==> config.mk <==
export PLATFORM = sky130hd
export DESIGN_NAME = ps2_scancode_rx_flat
export DESIGN_NICKNAME = d
export VERILOG_FILES = /design/src/rtl/ps2_scancode_rx_if.sv /design/src/rtl/ps2_scancode_rx.sv /design/src/flat_wrapper.sv
export SDC_FILE = /design/constraint.sdc
export NUM_CORES = 1
export LEC_CHECK = 0
export CAP_MARGIN = 10
export CORE_AREA = 3 3 75 77
export CTS_BUF_LIST = sky130_fd_sc_hd__clkbuf_4
export DETAILED_ROUTE_END_ITERATION = 12
export DIE_AREA = 0 0 78 80
export PLACE_DENSITY_LB_ADDON = 0.25
export REMOVE_ABC_BUFFERS = 1
export SLEW_MARGIN = 20
export SYNTH_ARGS = -nofsm -noshare
export SYNTH_HDL_FRONTEND = slang
export SYNTH_SLANG_ARGS = --single-unit
==> constraint.sdc <==
create_clock -name clk_sys -period 2.75 [get_ports clk_sys]
set_input_delay 0.6875 -clock clk_sys [delete_from_list [all_inputs] [get_ports clk_sys]]
set_output_delay 0.6875 -clock clk_sys [all_outputs]
set_load 0.1 [all_outputs]
==> src/rtl/ps2_scancode_rx_if.sv <==
// PS/2 receiver link bundle: raw lines in, decoded scancode events out.
// master drives the PS/2 lines and consumes events; slave is the receiver.
interface ps2_scancode_rx_if;
  logic       ps2_clk;
  logic       ps2_dat;
  logic       raw_valid;
  logic [7:0] raw_byte;
  logic       key_strobe;
  logic [7:0] key_code;
  logic       key_ext;
  logic       key_rel;
  logic       frame_err;
  logic       busy;

  modport master (
    output ps2_clk, ps2_dat,
    input  raw_valid, raw_byte, key_strobe, key_code,
    input  key_ext, key_rel, frame_err, busy
  );

  modport slave (
    input  ps2_clk, ps2_dat,
    output raw_valid, raw_byte, key_strobe, key_code,
    output key_ext, key_rel, frame_err, busy
  );
endinterface

==> src/rtl/ps2_scancode_rx.sv <==
// PS/2 keyboard receiver: sync, deglitch, deframe, parity/stop check,
// E0/F0 prefix folding into flags on the final key code.
module ps2_scancode_rx #(
  parameter int CLK_HZ     = 50000000,
  parameter int FILTER_LEN = 8,
  parameter int TIMEOUT_US = 2000
) (
  input  logic              clk_sys,
  input  logic              reset,
  ps2_scancode_rx_if.slave  bus
);

  localparam int TO_MAX = (CLK_HZ / 1000000) * TIMEOUT_US;
  localparam int TO_W   = $clog2(TO_MAX + 1);

  typedef enum logic [1:0] {
    IDLE,
    DATA,
    PARITY,
    STOP
  } state_t;

  logic            clk_s1_q, clk_s2_q;
  logic            dat_s1_q, dat_s2_q;
  logic [3:0]      fcnt_q, fcnt_d;
  logic            filt_q, filt_d;
  logic            filt_prev_q;
  logic            fall;

  state_t          state_q, state_d;
  logic [2:0]      bcnt_q, bcnt_d;
  logic [7:0]      shreg_q, shreg_d;
  logic            par_q, par_d;
  logic [TO_W-1:0] to_q, to_d;
  logic            to_hit;
  logic            frame_done;
  logic            frame_ok;

  logic            ext_q, ext_d;
  logic            rel_q, rel_d;
  logic            raw_valid_q, raw_valid_d;
  logic [7:0]      raw_byte_q, raw_byte_d;
  logic            key_strobe_q, key_strobe_d;
  logic [7:0]      key_code_q, key_code_d;
  logic            key_ext_q, key_ext_d;
  logic            key_rel_q, key_rel_d;
  logic            frame_err_q, frame_err_d;
  logic            is_e0, is_f0, is_key;

  // Two-flop synchronisers; lines idle high
  always_ff @(posedge clk_sys or posedge reset) begin
    if (reset) begin
      clk_s1_q <= 1'b1;
      clk_s2_q <= 1'b1;
      dat_s1_q <= 1'b1;
      dat_s2_q <= 1'b1;
    end else begin
      clk_s1_q <= bus.ps2_clk;
      clk_s2_q <= clk_s1_q;
      dat_s1_q <= bus.ps2_dat;
      dat_s2_q <= dat_s1_q;
    end
  end

  // Run filter: flip only after FILTER_LEN consecutive opposite samples
  always_comb begin
    fcnt_d = '0;
    filt_d = filt_q;
    if (clk_s2_q != filt_q) begin
      if (fcnt_q == 4'(FILTER_LEN - 1)) filt_d = ~filt_q;
      else fcnt_d = fcnt_q + 4'd1;
    end
  end

  // Filter state and previous filtered level for edge detect
  always_ff @(posedge clk_sys or posedge reset) begin
    if (reset) begin
      fcnt_q      <= '0;
      filt_q      <= 1'b1;
      filt_prev_q <= 1'b1;
    end else begin
      fcnt_q      <= fcnt_d;
      filt_q      <= filt_d;
      filt_prev_q <= filt_q;
    end
  end

  assign fall   = filt_prev_q & ~filt_q;
  assign to_hit = (state_q != IDLE) && (to_q == TO_W'(TO_MAX));

  // Frame FSM next state; timeout takes priority over a same-cycle fall
  always_comb begin
    state_d    = state_q;
    bcnt_d     = bcnt_q;
    shreg_d    = shreg_q;
    par_d      = par_q;
    frame_done = 1'b0;
    frame_ok   = 1'b0;
    if (to_hit) begin
      state_d = IDLE;
    end else if (fall) begin
      unique case (state_q)
        IDLE: begin
          if (!dat_s2_q) begin
            state_d = DATA;
            bcnt_d  = '0;
          end
        end
        DATA: begin
          shreg_d = {dat_s2_q, shreg_q[7:1]};
          bcnt_d  = bcnt_q + 3'd1;
          if (bcnt_q == 3'd7) state_d = PARITY;
        end
        PARITY: begin
          par_d   = dat_s2_q;
          state_d = STOP;
        end
        STOP: begin
          state_d    = IDLE;
          frame_done = 1'b1;
          frame_ok   = dat_s2_q & (^{shreg_q, par_q});
        end
        default: state_d = IDLE;
      endcase
    end
  end

  // Inter-edge gap counter; saturates, cleared by edges and in IDLE
  always_comb begin
    to_d = to_q;
    if (state_q == IDLE || fall) to_d = '0;
    else if (to_q != TO_W'(TO_MAX)) to_d = to_q + TO_W'(1);
  end

  assign is_e0  = (shreg_q == 8'hE0);
  assign is_f0  = (shreg_q == 8'hF0);
  assign is_key = frame_ok & ~is_e0 & ~is_f0;

  // Output/prefix-flag next state, all registered one cycle after the stop fall
  always_comb begin
    raw_valid_d  = frame_ok;
    raw_byte_d   = frame_ok ? shreg_q : raw_byte_q;
    key_strobe_d = is_key;
    key_code_d   = is_key ? shreg_q : key_code_q;
    key_ext_d    = is_key ? ext_q : key_ext_q;
    key_rel_d    = is_key ? rel_q : key_rel_q;
    frame_err_d  = to_hit | (frame_done & ~frame_ok);
    ext_d        = ext_q;
    rel_d        = rel_q;
    if (frame_ok && is_e0) begin
      ext_d = 1'b1;
    end else if (frame_ok && is_f0) begin
      rel_d = 1'b1;
    end else if (is_key || frame_err_d) begin
      ext_d = 1'b0;
      rel_d = 1'b0;
    end
  end

  // State and output registers
  always_ff @(posedge clk_sys or posedge reset) begin
    if (reset) begin
      state_q      <= IDLE;
      bcnt_q       <= '0;
      shreg_q      <= '0;
      par_q        <= 1'b0;
      to_q         <= '0;
      ext_q        <= 1'b0;
      rel_q        <= 1'b0;
      raw_valid_q  <= 1'b0;
      raw_byte_q   <= 8'h00;
      key_strobe_q <= 1'b0;
      key_code_q   <= 8'h00;
      key_ext_q    <= 1'b0;
      key_rel_q    <= 1'b0;
      frame_err_q  <= 1'b0;
    end else begin
      state_q      <= state_d;
      bcnt_q       <= bcnt_d;
      shreg_q      <= shreg_d;
      par_q        <= par_d;
      to_q         <= to_d;
      ext_q        <= ext_d;
      rel_q        <= rel_d;
      raw_valid_q  <= raw_valid_d;
      raw_byte_q   <= raw_byte_d;
      key_strobe_q <= key_strobe_d;
      key_code_q   <= key_code_d;
      key_ext_q    <= key_ext_d;
      key_rel_q    <= key_rel_d;
      frame_err_q  <= frame_err_d;
    end
  end

  assign bus.raw_valid  = raw_valid_q;
  assign bus.raw_byte   = raw_byte_q;
  assign bus.key_strobe = key_strobe_q;
  assign bus.key_code   = key_code_q;
  assign bus.key_ext    = key_ext_q;
  assign bus.key_rel    = key_rel_q;
  assign bus.frame_err  = frame_err_q;
  assign bus.busy       = (state_q != IDLE);

endmodule
==> src/flat_wrapper.sv <==
// flat-port wrapper written by rule: the top's interface ports become plain ports
module ps2_scancode_rx_flat 
#(
  parameter int CLK_HZ     = 50000000,
  parameter int FILTER_LEN = 8,
  parameter int TIMEOUT_US = 2000
)
  (clk_sys, reset, bus_ps2_clk, bus_ps2_dat, bus_raw_valid, bus_raw_byte, bus_key_strobe, bus_key_code, bus_key_ext, bus_key_rel, bus_frame_err, bus_busy);
  ps2_scancode_rx_if bus_i ();
  input  logic clk_sys;
  input  logic reset;
  input wire logic [$bits(bus_i.ps2_clk)-1:0] bus_ps2_clk;
  input wire logic [$bits(bus_i.ps2_dat)-1:0] bus_ps2_dat;
  output wire logic [$bits(bus_i.raw_valid)-1:0] bus_raw_valid;
  output wire logic [$bits(bus_i.raw_byte)-1:0] bus_raw_byte;
  output wire logic [$bits(bus_i.key_strobe)-1:0] bus_key_strobe;
  output wire logic [$bits(bus_i.key_code)-1:0] bus_key_code;
  output wire logic [$bits(bus_i.key_ext)-1:0] bus_key_ext;
  output wire logic [$bits(bus_i.key_rel)-1:0] bus_key_rel;
  output wire logic [$bits(bus_i.frame_err)-1:0] bus_frame_err;
  output wire logic [$bits(bus_i.busy)-1:0] bus_busy;
  assign bus_i.ps2_clk = bus_ps2_clk;
  assign bus_i.ps2_dat = bus_ps2_dat;
  assign bus_raw_valid = bus_i.raw_valid;
  assign bus_raw_byte = bus_i.raw_byte;
  assign bus_key_strobe = bus_i.key_strobe;
  assign bus_key_code = bus_i.key_code;
  assign bus_key_ext = bus_i.key_ext;
  assign bus_key_rel = bus_i.key_rel;
  assign bus_frame_err = bus_i.frame_err;
  assign bus_busy = bus_i.busy;
  ps2_scancode_rx #(.CLK_HZ(CLK_HZ), .FILTER_LEN(FILTER_LEN), .TIMEOUT_US(TIMEOUT_US)) u_core (.clk_sys(clk_sys), .reset(reset), .bus(bus_i));
endmodule
==> run metrics, run 1 <==
clk sinks=64; critical path launch point type=register; Tot Pwr=2.29 mW; drt total wl=5080 µm; crit-path max FO=12; DPL Wire Length=3540 µm; Seq/Total Area, Yosys=0.542; die outline width=78 µm; PD cells=681 mW/mm²; Buf/Inv on CP=0; overflow left after global routing=0; Core Util, Final=0.661; Setup TNS Final=0 ns; Placed Instance Area=0.00325 mm²; uppermost layer routed=met4; static leakage power=1.61 nW; Max Freq=0.410 GHz; initial DRC count=107; Peak VDD IR=0.000664 V; Cell Rows=26; Tcrit/Tclk final=0.886; CTS buffer count=9; Routed WL per cell=14.4 µm; yosys warns=0; Yosys cell types=40; post-route ant nets=0; First-pass DRT Iterations=4; CP delay by family, top=XOR/XNOR gates; clock skew=0.0200 ns; EDFF count, synth=0; RSZ-0062 raised after global routing=no; vias in the first global route=1801; worst r2r path cells=5; max_cap viols=0; r2r setup slk=0.31 ns; IO Pins=26; Worst-Skew Late Latency=0.40 ns; DP Cell Count=338; Synth Register Bits=64; largest net degree at the start of global routing=27; ys flop type=dfrtp_1; top cells by area, synth=dfrtp_1 49%, mux2_2 5.7%, dfstp_2 5.3%; CTS clk-pin slew, worst paths=0.10 ns; crit path DAT=2.71 ns; Finished Layout Cells=354; crit path cell chain=xnor2_1, xnor3_2, xnor2_1, and3_1, mux2_2; final period demand of the worst path=2.44 ns; Setup Viol. Count Final=0; Final Max Slew Viols=0; critical path's largest stage delay=0.59 ns; antenna violations before repair=0; drt drc=0; Final Instance Area=0.00336 mm²; worst slew pin tran=0.610 ns; Core Footprint=0.00507 mm²; status=finished, final reports clean; CP Capture Type=register; Net count, final=292; filler cell count=410; Hold Crit Class=register to register; hold depth=0; Max-slew headroom=0.593; area grow syn2layout=13.1%; DIE AREA=0.00624 mm²; syn_area_per_cell=12.1 µm²; Die Ht=80 µm; CTS root buf=clkbuf_4; kind of critical path=register to register; Total GRT Usage=0.184; CTS tree=yes; diode count=0; Starting Density=0.585; DRT met1 WL=2510 µm; routed vias=1894; Worst path depth=5; Post-Syn Area=0.00297 mm²; H-tree levels=3; layout cells sized above 1=0.268; RePlAce Congestion=0.755; port bufs=25; WL met3=164 µm; setup bufs post-CTS=0; Vias per Instance=5.35; clock tree buffer depth=2; crit-path most repeated cell=xnor2_1; Syn Inst Count=245; CTS resizes=0; metal2 WL=2310 µm; slowest CP cell=and3_1; WP data required=3.02 ns; final-report hold violation count=0; top-area cell type share of the netlist area=0.489; first-pass GRT wire length=8750 µm; CTS Hold Bufs=0; asr flop ratio synth=1.00; leading area contributor after synthesis=dfrtp_1
==> worst reg2reg max path, stage by stage (launching register included) <==
cell	delay, ns
dfrtp_1	0.45
xnor2_1	0.18
xnor3_2	0.45
xnor2_1	0.24
and3_1	0.59
mux2_2	0.41
==> power by group <==
part | switching, mW | internal, mW | total, mW
Clock | 0.314 | 0.198 | 0.511
Sequential | 0.105 | 1.05 | 1.16
Combinational | 0.370 | 0.248 | 0.618
==> metrics by stage <==
step                worst slack [ns]  hold slack, ns
CTS                            0.334           0.363
detailed placement             0.353           0.348
floorplan                      0.395           0.345
finish                         0.314           0.356
global route                   0.123           0.365
global placement               0.427           0.347
==> routing by layer <==
layer  GRT usage  vias up
met5           0        -
met4      0.0997        0
met3      0.0384        8
met2       0.269       30
met1       0.256      930
li1            -      926
==> final timing paths <==
| path | startpoint | end |
|---|---|---|
| min | u_core.dat_s1_q | u_core.dat_s2_q |
| max in group asynchronous | reset | u_core.to_q[11] |
| min in group asynchronous | reset | u_core.to_q[9] |
| max reg2reg | u_core.shreg_q[1] | u_core.bus.raw_byte[7] |
| max | u_core.shreg_q[1] | u_core.bus.raw_byte[7] |
| min reg2reg | u_core.dat_s1_q | u_core.dat_s2_q |
==> layout by cell type, fill, tap and decap left out, types with 8 or more instances in the layout <==
cell type,count
a21oi_1,9
buf_4,25
clkbuf_4,11
dfrtp_1,58
ha_1,9
inv_1,13
mux2_2,15
nand2_1,8
nand3_1,12
nor2_1,17
nor3_1,8
o21ai_0,13
xnor2_1,14
==> sequential cells by signal, summed over array words and instances, names as in the netlist, 2 cells and up <==
name,count
u_core.to_q,17
u_core.bus.key_code,8
u_core.bus.raw_byte,8
u_core.shreg_q,8
u_core.fcnt_q,4
u_core.bcnt_q,3
u_core.state_q,2
==> layout make-up <==
type                            count  area (µm²)  share of cell area
Sequential cell                    64        1610               0.479
Multi-Input combinational cell    160        1240               0.370
Timing Repair Buffer               30         258              0.0768
Tap cell                           70        87.6              0.0261
Clock buffer                       11        82.6              0.0246
Inverter                           14        52.6              0.0157
Clock inverter                      5        25.0             0.00745
==> Yosys cell counts (2+ instances only) <==
| cell | count |
|---|---|
| dfrtp_1 | 58 |
| nor2_1 | 17 |
| mux2_2 | 15 |
| inv_1 | 14 |
| xnor2_1 | 14 |
| o21ai_0 | 13 |
| nand3_1 | 12 |
| a21oi_1 | 9 |
| ha_1 | 9 |
| nand2_1 | 8 |
| nor3_1 | 8 |
| dfstp_2 | 6 |
| mux2_1 | 5 |
| or3_1 | 5 |
| mux2_4 | 4 |
| nor2b_1 | 4 |
| o2bb2ai_1 | 4 |
| xor2_1 | 4 |
| and4bb_2 | 3 |
| buf_6 | 3 |
| nand2b_1 | 3 |
| nand4_1 | 3 |
| a31oi_1 | 2 |
| and3_1 | 2 |
| and4_1 | 2 |
| and4b_1 | 2 |
| clkbuf_1 | 2 |
| mux2i_1 | 2 |
==> kinds of logic after synthesis <==
family / count (synthesis) / synth area share
and+or+nand+nor: 75 / 0.155
xor gates and xnor gates: 19 / 0.0611
muxes: 26 / 0.103
DFF: 64 / 0.542
adders and majority gates: 9 / 0.0379
buffers and inverters: 21 / 0.0392
AOI/OAI and AO/OA: 31 / 0.0615
Note: power is estimated with default switching activity, not from simulation.
==> run 2: changes to the inputs <==
- CORE_AREA: 3 3 75 77 -> 3 3 77 79
- CTS_BUF_LIST: sky130_fd_sc_hd__clkbuf_4 -> not set
- DIE_AREA: 0 0 78 80 -> 0 0 80 82
==> run 2 against run 1 <==
  * First-iteration DRC count decreased by 47%
  * Core utilization decreased by 1.7 points
  * Hold slack improved by 0.0048 ns
  * Clock skew shrank 0.0080 ns
  * Via count hardly changed
  * Largest power group unchanged
  * Setup slack improved by 0.030 ns
  * Non-clock buffer count unchanged
  * Critical path depth stayed put
  * Clock power up 79%
==> run metrics, run 2 (synthesized netlist as in run 1, its figures left out) <==
CTS tree=yes; die outline width=80 µm; drt total wl=5200 µm; port bufs=25; Reg with most FFs=u_core.to_q; Starting Density=0.549; Final Max Slew Viols=0; kind of critical path=register to register; vias in the first global route=1840; CTS clk-pin slew, worst paths=0.07 ns; post-route ant nets=0; r2r setup slk=0.34 ns; setup bufs post-CTS=0; combinational share of power=0.230; Net Sw Frac=0.307; clk sinks=64; Vias per Instance=5.32; CTS Hold Bufs=0; first-pass GRT wire length=8780 µm; largest net degree at the start of global routing=25; Setup TNS Final=0 ns; drt drc=0; number of flip-flops in the largest register=17; CTS buffer count=9; CTS resizes=0; DP Worst Slack=0.353 ns; GRT Max-Usage Layer=met2; GR Util met3=0.0471; overflow left after global routing=0; WP data required=2.98 ns; DPL Wire Length=3620 µm; H-tree levels=3; antenna violations before repair=0; Net Switching=0.825 mW; Tcrit/Tclk final=0.875; commonest non-fill, non-tap cell in the layout=dfrtp_1; CTS root buf=clkbuf_8; area grow syn2layout=17.4%; max_cap viols=0; Core Util, Final=0.644; Max-slew headroom=0.611; crit-path max FO=11; Peak VDD IR=0.000490 V; Net count, final=292; CP Capture Type=register; Cell Rows=27; initial DRC count=57; Routed WL per cell=14.6 µm; status=finished, final reports clean; met1 usage=0.238; most frequent cells in the layout=58 x dfrtp_1, 25 x buf_4, 17 x nor2_1; diode count=0; P_int=1.86 mW; final-report hold violation count=0; filler cell count=432; layout cells sized above 1=0.271; static leakage power=1.66 nW; Hold Crit Class=register to register; setup ws final=0.344 ns; RSZ-0062 raised after global routing=no; clock tree buffer depth=2; Setup Viol. Count Final=0; routed vias=1895; Total GRT Usage=0.176; critical path launch point type=register; First-pass DRT Iterations=4; Clk pwr share=0.340; Sequential Power Share=0.429; crit path DAT=2.63 ns; clock skew=0.0120 ns; final period demand of the worst path=2.41 ns; DIE AREA=0.00656 mm²; IO Pins=26; worst slew pin tran=0.582 ns; grt met2 use=0.268; Core Footprint=0.00541 mm²; Max Freq=0.416 GHz; RePlAce Congestion=0.765; Die Ht=82 µm; PD cells=772 mW/mm²; Worst-Skew Late Latency=0.33 ns
[run 2: cell type report]
type | instances | area [µm²] | area share
multi-input cells | 160 | 1240 | 0.357
inverters | 14 | 52.6 | 0.0151
repair buffers | 30 | 258 | 0.0740
clock buffers | 12 | 155 | 0.0445
well taps | 72 | 90.1 | 0.0259
clock inverters | 4 | 76.3 | 0.0219
flip-flops and latches | 64 | 1610 | 0.462
[run 2: path summary, 6_finish.rpt]
| kind | from | end | cells past startpoint |
|---|---|---|---|
| setup / recovery | u_core.shreg_q[1] | u_core.bus.key_code[4] | 5 |
| hold / removal | u_core.dat_s1_q | u_core.dat_s2_q | 0 |
| setup reg to reg | u_core.shreg_q[1] | u_core.bus.key_code[4] | 5 |
| hold reg to reg | u_core.dat_s1_q | u_core.dat_s2_q | 0 |
| max in group asynchronous | reset | u_core.filt_q | 3 |
| min in group asynchronous | reset | u_core.bus.key_code[3] | 2 |
[run 2: per-layer routing]
metal	vias to the layer above	part of all wire
met5	-	0
met4	0	0.017
met3	9	0.032
met2	27	0.47
met1	930	0.48
li1	929	-
[run 2: per-stage QoR]
| step | std cells | total power [mW] | cell area [µm²] | hold WS, ns |
|---|---|---|---|---|
| 3_3_place_gp | 340 | 1.78 | 3250 | 0.346 |
| 5_1_grt | 356 | 2.84 | 3480 | 0.366 |
| 3_5_place_dp | 340 | 1.80 | 3250 | 0.348 |
| 2_1_floorplan | 238 | 1.62 | 2900 | 0.345 |
| 6_report | 356 | 2.69 | 3480 | 0.361 |
| 4_1_cts | 356 | 2.72 | 3480 | 0.363 |
[run 2: worst max-delay path, cell delays in order (launching register included)]
cell	delay, ns
dfrtp_1	0.46
xnor2_1	0.19
xnor3_2	0.45
xnor2_1	0.24
and4b_1	0.57
mux2_2	0.39
[run 2: power by group through the flow]
stage	clock, mW	sequential, mW	combinational, mW
CTS	0.934	1.15	0.627
floorplan	0	1.15	0.464
detailed placement	0	1.17	0.626
global route	0.976	1.17	0.696
global placement	0	1.16	0.613
finish	0.914	1.15	0.620
==> RTL change, RTL diff (settings of run 2) <==
`CLK_HZ` is set to 50000000 in 2 places; all go to 25000000.
--- a/src/rtl/ps2_scancode_rx.sv
+++ b/src/rtl/ps2_scancode_rx.sv
@@ -2,5 +2,5 @@
 // E0/F0 prefix folding into flags on the final key code.
 module ps2_scancode_rx #(
-  parameter int CLK_HZ     = 50000000,
+  parameter int CLK_HZ     = 25000000,
   parameter int FILTER_LEN = 8,
   parameter int TIMEOUT_US = 2000
--- a/src/flat_wrapper.sv
+++ b/src/flat_wrapper.sv
@@ -2,5 +2,5 @@
 module ps2_scancode_rx_flat 
 #(
-  parameter int CLK_HZ     = 50000000,
+  parameter int CLK_HZ     = 25000000,
   parameter int FILTER_LEN = 8,
   parameter int TIMEOUT_US = 2000
Formal check against the unedited RTL: no difference found for any inputs over 10 cycles, from zero or initial values and one cycle with reset high; that may be too few to reach the edited logic, so the function may still have changed.
==> RTL change against run 2 <==
Wire length is 7.5% lower. Count of clock-buffer cells in the layout is 2 higher. Clock power is 6.6% lower. Power is 4.3% lower. Critical path depth is 2 higher. Sequential cell count is 1 lower. Synthesized area is 4.2% lower. Final area is 3.3% lower. Combinational power is 3.4% lower. Setup slack better by 0.091 ns. Die area stayed put. Synthesized cell count is 2.9% lower. Largest cell class unchanged.
==> RTL change: results (changes against run 2) <==
* Cells taking the most area after synthesis: sky130_fd_sc_hd__dfrtp_1 50%, sky130_fd_sc_hd__mux2_2 6.7%, sky130_fd_sc_hd__dfstp_2 5.5% (was sky130_fd_sc_hd__dfrtp_1 49%, sky130_fd_sc_hd__mux2_2 5.7%, sky130_fd_sc_hd__dfstp_2 5.3%)
- The data arrival at the endpoint of the critical path is 2.54 ns (was 2.63 ns).
- First-pass GRT wire length: 8.14 mm (was 8.78 mm)
* Most common library cells after synthesis: 57 x sky130_fd_sc_hd__dfrtp_1, 22 x sky130_fd_sc_hd__nor2_1, 17 x sky130_fd_sc_hd__mux2_2 (was 58 x sky130_fd_sc_hd__dfrtp_1, 17 x sky130_fd_sc_hd__nor2_1, 15 x sky130_fd_sc_hd__mux2_2)
- Via count: 1841 (was 1895)
- Critical hold path startpoint: u_core.clk_s1_q$_DFF_PP1_ (was u_core.dat_s1_q$_DFF_PP1_)
- Finished layout cell area: 3370 um^2 (was 3480 um^2)
- The period utilization was 0.842 (was 0.875).
* GRT Overall Usage: 0.167 (was 0.176)
- Startpoint of the worst register-to-register path: u_core.state_q[0]$_DFFE_PP0P_ (was u_core.shreg_q[1]$_DFFE_PP0P_)
* HPWL after detailed placement: 3.30 mm (was 3.62 mm)
* Worst reg2reg endpoint: u_core.bus.key_code[5]$_DFFE_PP0P_ (was u_core.bus.key_code[4]$_DFFE_PP0P_)
- The part of the Yosys area used for sequential elements came to 0.557 (was 0.542).
* Maximum VDD drop: 651 uV (was 490 uV)
* Worst min-delay path endpoint: u_core.clk_s2_q$_DFF_PP1_ (was u_core.dat_s2_q$_DFF_PP1_)
- Fill cell total of the finished layout: 441 (was 432)
- The highest fanout seen on the critical path was 10 (was 11).
- The leakage power summed over all cells is 1.61 nW (was 1.66 nW).
- Result of the run: finished clean (unchanged)
- Global placement routability congestion: 0.763 (was 0.765)
* Pin count of the biggest net entering global routing: 64 (was 25)
* Slew HR: 0.625 (was 0.611)
- The clock skew after layout is 0.00636 ns (was 0.0120 ns).
* Routed Wire Length: 4.81 mm (was 5.20 mm)
- The post-place setup slack was 0.453 ns (was 0.353 ns).
==> RTL change: power breakdown <==
part           internal, mW  switching, mW  leakage (nW)
logic                 0.227          0.371         0.654
clock network         0.518          0.336         0.109
registers              1.03         0.0867         0.849
total                  1.78          0.794          1.61
==> RTL change: layout make-up <==
class	count	area share
Clock inverter	2	0.0111
Timing Repair Buffer	29	0.0706
Inverter	10	0.0111
Multi-Input combinational cell	161	0.356
Clock buffer	14	0.0542
Tap cell	72	0.0267
Sequential cell	63	0.470
==> RTL change: kinds of logic after synthesis <==
| logic type | synth area share |
|---|---|
| xor gates and xnor gates | 0.0673 |
| and+or+nand+nor | 0.150 |
| AOI/OAI and AO/OA | 0.0594 |
| DFF | 0.557 |
| buffers and inverters | 0.0211 |
| adders and majority gates | 0.0396 |
| muxes | 0.105 |
==> RTL change: worst max-delay path by stage <==
stage                                             start                            endpoint  cells after the start
after CTS                 u_core.state_q[0]$_DFFE_PP0P_  u_core.bus.key_code[5]$_DFFE_PP0P_                      7
after floorplan                                   reset        u_core.bcnt_q[0]$_DFFE_PP0P_                      1
after detailed placement  u_core.state_q[0]$_DFFE_PP0P_  u_core.bus.key_code[5]$_DFFE_PP0P_                      7
after global routing      u_core.state_q[0]$_DFFE_PP0P_  u_core.bus.key_code[4]$_DFFE_PP0P_                      7
after global placement    u_core.state_q[0]$_DFFE_PP0P_  u_core.bus.key_code[6]$_DFFE_PP0P_                      7
final                     u_core.state_q[0]$_DFFE_PP0P_  u_core.bus.key_code[5]$_DFFE_PP0P_                      7
==> RTL change: metrics by stage <==
stage               std cells  hold slack, ns
finish                    351           0.355
CTS                       351           0.357
detailed placement        335           0.348
floorplan                 234           0.345
global route              351           0.365
global placement          335           0.346
==> RTL change: routing by layer <==
metal  routed length, um  vias up  global-route usage
li1                    -      916                   -
met4                  96        0              0.0878
met3                 204        9              0.0526
met2                2240       33               0.257
met5                   0        -                   0
met1                2270      883               0.212
